File: config.mk
export PLATFORM = sky130hd
export DESIGN_NAME = div_unit
export DESIGN_NICKNAME = d
export VERILOG_FILES = /design/src/rtl/div_unit.sv
export SDC_FILE = /design/constraint.sdc
export NUM_CORES = 1
export LEC_CHECK = 0
export CORE_MARGIN = 1.5
export CORE_UTILIZATION = 30
export DETAILED_ROUTE_END_ITERATION = 10
export PLACE_DENSITY = 0.51
export SLEW_MARGIN = 20
export SYNTH_ARGS = -nofsm -noshare
export SYNTH_HDL_FRONTEND = slang
export SYNTH_SLANG_ARGS = --single-unit
File: constraint.sdc
create_clock -name clk -period 4 [get_ports clk]
set_input_delay 0.6 -clock clk [delete_from_list [all_inputs] [get_ports clk]]
set_output_delay 0.6 -clock clk [all_outputs]
set_load 0.05 [all_outputs]
File: src/rtl/div_unit.sv
// div_unit: multi-cycle signed divider for the Z-low/Z-high bus sources.
// Restoring shift-subtract on operand magnitudes, one quotient bit per
// clock, then a sign-fix cycle and a one-cycle done pulse.
//
// Handshake: start is sampled only in IDLE; the operands are captured on
// that same edge. While busy=1 further start pulses are ignored and
// nothing is queued. done=1 for exactly one cycle (the DONE state, where
// busy is also 1). Zlow/Zhigh/div_by_zero are stable from that cycle
// until the next operation writes them.
module div_unit #(
    parameter int WIDTH = 32
) (
    input  logic             clk,
    input  logic             clear,
    input  logic             start,
    input  logic [WIDTH-1:0] dividend,
    input  logic [WIDTH-1:0] divisor,
    output logic [WIDTH-1:0] Zlow,
    output logic [WIDTH-1:0] Zhigh,
    output logic             busy,
    output logic             done,
    output logic             div_by_zero,
    output logic [1:0]       dbg_state
);

    localparam int CW = (WIDTH > 1) ? $clog2(WIDTH) : 1;
    localparam logic [CW-1:0] LAST_COUNT = CW'(WIDTH - 1);

    typedef enum logic [1:0] {
        S_IDLE = 2'd0,
        S_ITER = 2'd1,
        S_FIX  = 2'd2,
        S_DONE = 2'd3
    } state_t;

    state_t           r_state;
    state_t           w_next;

    logic [WIDTH-1:0] r_rem;
    logic [WIDTH-1:0] r_quo;
    logic [WIDTH-1:0] r_dsr;
    logic             r_sign_q;
    logic             r_sign_r;
    logic [CW-1:0]    r_count;
    logic [WIDTH-1:0] r_zlow;
    logic [WIDTH-1:0] r_zhigh;
    logic             r_dbz;

    logic [WIDTH-1:0] w_dvd_abs;
    logic [WIDTH-1:0] w_dsr_abs;
    logic             w_dsr_zero;
    logic [WIDTH:0]   w_shift;
    logic [WIDTH:0]   w_trial;

    // Magnitudes as unsigned: the most negative value maps to 2^(WIDTH-1).
    assign w_dvd_abs  = dividend[WIDTH-1] ? (~dividend + 1'b1) : dividend;
    assign w_dsr_abs  = divisor[WIDTH-1]  ? (~divisor + 1'b1)  : divisor;
    assign w_dsr_zero = (divisor == '0);

    // Partial remainder shifted left with the next dividend bit, and the
    // trial subtraction one bit wider so its MSB acts as the borrow.
    assign w_shift = {r_rem, r_quo[WIDTH-1]};
    assign w_trial = w_shift - {1'b0, r_dsr};

    // State register.
    always_ff @(posedge clk) begin
        if (!clear) begin
            r_state <= S_IDLE;
        end else begin
            r_state <= w_next;
        end
    end

    // Next-state logic.
    always_comb begin
        w_next = r_state;
        case (r_state)
            S_IDLE: begin
                if (start) begin
                    w_next = w_dsr_zero ? S_DONE : S_ITER;
                end
            end
            S_ITER: begin
                if (r_count == LAST_COUNT) begin
                    w_next = S_FIX;
                end
            end
            S_FIX:   w_next = S_DONE;
            S_DONE:  w_next = S_IDLE;
            default: w_next = S_IDLE;
        endcase
    end

    // Operand capture, iteration datapath and result registers.
    always_ff @(posedge clk) begin
        if (!clear) begin
            r_rem    <= '0;
            r_quo    <= '0;
            r_dsr    <= '0;
            r_sign_q <= 1'b0;
            r_sign_r <= 1'b0;
            r_count  <= '0;
            r_zlow   <= '0;
            r_zhigh  <= '0;
            r_dbz    <= 1'b0;
        end else begin
            case (r_state)
                S_IDLE: begin
                    if (start) begin
                        if (w_dsr_zero) begin
                            r_zlow  <= '1;
                            r_zhigh <= dividend;
                            r_dbz   <= 1'b1;
                        end else begin
                            r_rem    <= '0;
                            r_quo    <= w_dvd_abs;
                            r_dsr    <= w_dsr_abs;
                            r_sign_q <= dividend[WIDTH-1] ^ divisor[WIDTH-1];
                            r_sign_r <= dividend[WIDTH-1];
                            r_count  <= '0;
                        end
                    end
                end
                S_ITER: begin
                    if (!w_trial[WIDTH]) begin
                        r_rem <= w_trial[WIDTH-1:0];
                        r_quo <= {r_quo[WIDTH-2:0], 1'b1};
                    end else begin
                        r_rem <= w_shift[WIDTH-1:0];
                        r_quo <= {r_quo[WIDTH-2:0], 1'b0};
                    end
                    r_count <= r_count + 1'b1;
                end
                S_FIX: begin
                    r_zlow  <= r_sign_q ? (~r_quo + 1'b1) : r_quo;
                    r_zhigh <= r_sign_r ? (~r_rem + 1'b1) : r_rem;
                    r_dbz   <= 1'b0;
                end
                default: begin
                end
            endcase
        end
    end

    assign Zlow        = r_zlow;
    assign Zhigh       = r_zhigh;
    assign div_by_zero = r_dbz;
    assign busy        = (r_state != S_IDLE);
    assign done        = (r_state == S_DONE);
    assign dbg_state   = r_state;

endmodule

== Word-level counts from Yosys, hierarchy flattened ==
Index checks and enable logic that the tools add are counted.

* Add/sub/neg operators: 6
* Eq/ne operators: 8
* Muxes and demuxes: 28
* Bitwise logic cells: 6
* Reduce and logical (&&, ||, !) cells: 9

{| class="wikitable"
|+ Operators with widths
! operator !! count
|-
| 32-bit two-way mux || 13
|-
| 32-bit case mux with 2 select lines || 4
|-
| 32-bit by 1-bit adder with 32-bit output, second input constant || 4
|-
| 32-bit NOT || 4
|-
| 33-bit by 32-bit subtractor with 33-bit output || 1
|-
| 32-bit zero test || 1
|-
| 5-bit two-way mux || 2
|-
| 5-bit case mux with 2 select lines || 1
|-
| 3-bit AND reduction || 3
|-
| 2-bit != test, second input constant || 4
|-
| 2-bit case mux with 4 select lines || 1
|-
| 2-bit two-way mux || 3
|-
| 2-bit nonzero test || 3
|-
| 5-bit by 1-bit adder with 5-bit output, second input constant || 1
|-
| 5-bit == test, second input constant || 1
|-
| 2-bit == test, second input constant || 2
|-
| 1-bit two-way mux || 3
|-
| 2-bit by 1-bit == test with 1-bit output, second input constant || 1
|-
| 2-bit zero test || 1
|-
| 1-bit case mux with 2 select lines || 1
|-
| 2-bit AND reduction || 1
|-
| 1-bit NOT || 1
|-
| 1-bit bitwise XOR || 1
|}

* Register bits: 170
* Output and inout port bits: 69
* Logic and storage cells: 67

== Longest topological paths before layout ==
* Depth in word-level cells: 6
* Mapped depth: 14
* Mapped depth without buffers: 12

== Worst setup path after synthesis ==
Ideal clock, no wire load.

* Path type: reg2reg
* From: register r_quo[31]
* To: register r_rem[10]
* Library setup time: 0.128 ns
* Data arrival time: 2.898 ns
* Required time: 3.872 ns
* Setup slack: 0.974 ns
* Cell stages (with the launch flop): 15
* Buffers on the path: 2
* Period minus slack after synthesis: 3.026 ns
* Cell sequence: dfxtp_1 -> inv_1 -> ha_1 -> fa_1 -> nand2b_1 -> a21oi_1 -> o21ai_0 -> a211oi_1 -> o211ai_1 -> nand3_1 -> xor2_1 -> buf_4 -> buf_2 -> mux2i_1 -> o21ai_0

* Longest elaborated chain between the ends: 3

{| class="wikitable"
|+ Ends and longest elaborated chain
! what !! RTL line !! text
|-
| start: declaration || 40 || <nowiki>logic [WIDTH-1:0] r_quo;</nowiki>
|-
| start signal: assignment || 116 || <nowiki>r_quo <= w_dvd_abs;</nowiki>
|-
| start signal: assignment || 127 || <nowiki>r_quo <= {r_quo[WIDTH-2:0], 1'b1};</nowiki>
|-
| start signal: assignment || 130 || <nowiki>r_quo <= {r_quo[WIDTH-2:0], 1'b0};</nowiki>
|-
| 33-bit by 32-bit subtractor with 33-bit output || 63 || <nowiki>assign w_trial = w_shift - {1'b0, r_dsr};</nowiki>
|-
| 32-bit two-way mux || 125 || <nowiki>if (!w_trial[WIDTH]) begin</nowiki>
|-
| 32-bit case mux with 2 select lines || 107 || <nowiki>case (r_state)</nowiki>
|-
| end signal: assignment || 126 || <nowiki>r_rem <= w_trial[WIDTH-1:0];</nowiki>
|-
| end signal: assignment || 129 || <nowiki>r_rem <= w_shift[WIDTH-1:0];</nowiki>
|-
| end: declaration || 39 || <nowiki>logic [WIDTH-1:0] r_rem;</nowiki>
|}

Every way passes these cells.
A chain may end at the register's enable or synchronous reset.

== Final worst setup path ==
* From: register r_quo[31]
* To: register r_rem[15]

The elaborated chain is that of the path after synthesis.

==> out/qor.log <==
qor: outcome.run_status finished, final reports clean
qor: detailed_routing.remaining_drc_errors 0
qor: layout.multi_input_comb_area 0.00718 mm^2
qor: run.maxCapViolCount 0
qor: detailed_routing.drt-initial-drc-count 598
qor: global_route.met1_usage 0.236
qor: floorplan.floorplan.die.width 196 um
qor: detailed_routing.routed_via_density 5.19
qor: timing.slew_viol_final 0
qor: timing.clock_skew 13.7 ps
qor: synthesis.yosys-top-cells-count nand2_1, dfxtp_1, nor2_1
qor: synthesis.postSynthNetCount 1527
qor: synthesis.post_synth_main_area_contributors dfxtp_1, xor2_1, nand2_1
qor: global_route.grt_first_pass_wirelength 54700 um
qor: layout.sequential_cell_area 0.00340 mm^2
qor: global_route.first_global_vias 9798
qor: worst_setup_path.type_of_element_launching_the_critical_path flop
qor: floorplan.core_region_area 0.0365 mm^2
qor: cts.cts.path.max_buffers 2
qor: global_route.largest_net_degree_at_the_start_of_global_routing 121
qor: placed_design.final_hpwl_dp 26300 um
qor: detailed_routing.final_antenna_net_count 0
qor: cts.post_cts_resize_count 0
qor: worst_setup_path.end_kind flop
qor: timing.post-route-period-util 0.871
qor: layout.drive_above_1_share 0.0631
qor: floorplan.start_util 0.304
qor: floorplan.row_count 70
qor: worst_setup_path.reg2reg_setup_slack 520 ps
qor: synthesis.synth-seq-cells 170
qor: cts.worst_skew_pair.late_latency 460 ps
qor: detailed_routing.routedWlPerCell 17.4 um
qor: synthesis.synthMostInstantiatedCell nand2_1
qor: synthesis.netlist.top_cell.by_area dfxtp_1
qor: synthesis.syn_avg_cell_area 7.85 um^2
qor: global_route.antenna_found_initial 0
qor: synthesis.dominantRegCellSynth dfxtp_1
qor: synthesis.synth_enable_flop_cells 0
qor: timing.final.min_clock_period 3480 ps
qor: global_route.met2_usage 0.310
qor: power_and_ir_drop.vdd.ir_drop.worst 307 uV
qor: synthesis.asyncSetResetFlopFracSynth 0
qor: global_route.top_usage_layer met2
qor: layout.n_antenna_cell 0
qor: worst_setup_path.arrival 3810 ps
qor: timing.grt_setup_unrepaired false
qor: floorplan.die_height 196 um
qor: power_and_ir_drop.pwr_density_cell 594 mW/mm^2
qor: layout.layout.nets 1620
qor: cts.ctsHoldBuffers 0
qor: floorplan.die_area 0.0382 mm^2
qor: synthesis.synth_top_area_share 0.306
qor: cts.clkSinkCount 170
qor: placed_design.port_bufs 135
qor: worst_setup_path.timing.setup.critical_path_class reg -> reg
qor: cts.clock-root-buffer clkbuf_16
qor: placed_design.routabilityCongestion 0.818
qor: timing.max_slew.worst_pin.slew 943 ps
qor: worst_setup_path.worst_ep_required_time 4330 ps
qor: detailed_routing.detailroute.via_count 10300
qor: detailed_routing.drt_pre_antenna_iters 5
qor: detailed_routing.drt_wl_total 34700 um
qor: floorplan.io_pins 136
qor: worst_setup_path.crit_fanout 38
qor: global_route.globalRouteOverflowTotal 0
qor: synthesis.yosys.cell_types.count 74
qor: layout.filler_cell_count 3760
qor: global_route.use_met3 0.0256
qor: cts.cts_tree done
qor: synthesis.netlist_instances 1416
qor: power_and_ir_drop.report.power.total 8.10 mW
qor: timing.rel_slew_slack 0.372
qor: power_and_ir_drop.leakage 4.86 nW
qor: cts.postCtsSetupRepairBufs 0
qor: cts.clk_transition_reported_paths 70 ps
qor: timing.final.setup.tns 0 ps
qor: layout.area_delta_synth_final 22.6%
qor: timing.setup_viol 0
qor: cts.ctsHtreeMaxLevel 4
qor: global_route.track_usage 0.180
qor: min_path.min-delay-path-class reg -> reg
qor: synthesis.mappedNetlistArea 0.0111 mm^2
qor: synthesis.synth-warning-count 0
qor: timing.maxClockFrequency 0.287 GHz
qor: synthesis.synth-seq-area-share 0.306
qor: timing.report.final.hold_viol_count 0
qor: cts.numCtsBuffers 17
-- where the power goes --
part           total (mW)  internal [mW]  switching, mW
Clock                1.73          0.896          0.832
Sequential           2.39           2.04          0.346
Combinational        3.98           1.46           2.52
Total                8.10           4.40           3.70
-- metrics by stage --
stage                     std cells  hold slack (ps)   util  setup WS, ps  instance area (um^2)
after floorplan                1416              432      -           974                 11100
after global routing           1990              477  0.373           294                 13600
final                          1990              454  0.373           518                 13600
after detailed placement       1958              448  0.357           320                 13000
after global placement         1958              443  0.357           349                 13000
after CTS                      1990              457  0.373           512                 13600
-- flip-flops by register name, indices dropped and copies added (netlist names) --
name and count:
Zhigh 32, Zlow 32, r_dsr 32, r_quo 32, r_rem 32, r_count 5, dbg_state 2, div_by_zero 1
r_sign_q 1, r_sign_r 1
-- per-layer routing --
| metal | vias up | wire length [um] |
|---|---|---|
| met5 | - | 0 |
| met4 | 0 | 453 |
| met3 | 27 | 969 |
| met2 | 183 | 16800 |
| met1 | 4841 | 16500 |
| li1 | 5284 | - |
-- cell families (layout without fill, tap and decap cells) --
kind of cell,Yosys count,in the layout,share of synthesized area
AO/OA/AOI/OAI,427,427,0.253
multiplexers,34,34,0.0306
flip-flops,170,170,0.306
buffers and inverters,144,250,0.0530
adder cells (fa/ha/maj),44,44,0.0502
XOR/XNOR,146,146,0.115
AND/OR/NAND/NOR,451,451,0.192
-- final timing paths --
check | to | startpoint | cells past startpoint
max | r_rem[15]$_SDFFE_PN0P_ | r_quo[31]$_SDFFE_PN0P_ | 13
max reg2reg | r_rem[15]$_SDFFE_PN0P_ | r_quo[31]$_SDFFE_PN0P_ | 13
min reg2reg | Zhigh[2]$_SDFFE_PN0P_ | Zhigh[2]$_SDFFE_PN0P_ | 2
min | Zhigh[2]$_SDFFE_PN0P_ | Zhigh[2]$_SDFFE_PN0P_ | 2
-- cell usage in the layout, fill, tap and decap left out, types with 49 or more instances in the layout --
| master | instances |
|---|---|
| nand2_1 | 192 |
| clkdlybuf4s50_1 | 135 |
| inv_1 | 52 |
| dfxtp_1 | 169 |
| o21ai_0 | 101 |
| nor2_1 | 121 |
| a211oi_1 | 52 |
| xnor2_1 | 49 |
| a21oi_1 | 87 |
| xor2_1 | 96 |
-- worst max-delay path, stage by stage (launching register included) --
cell and delay, ps:
dfxtp_1 330, inv_1 100, ha_1 250, fa_1 380, nand2b_1 200, a21oi_1 280
o21ai_0 230, a211oi_1 440, o211ai_1 140, nand3_1 220, xor2_4 180, buf_12 270
mux2i_1 230, o21ai_0 100
-- layout make-up --
cell class | count | share of cell area
repair buffers | 165 | 0.123
inverters | 53 | 0.0147
clock buffers | 17 | 0.0312
clock inverters | 15 | 0.0124
multi-input cells | 1102 | 0.526
well taps | 468 | 0.0429
flip-flops and latches | 170 | 0.250
Note: power is estimated with default switching activity, not from simulation.
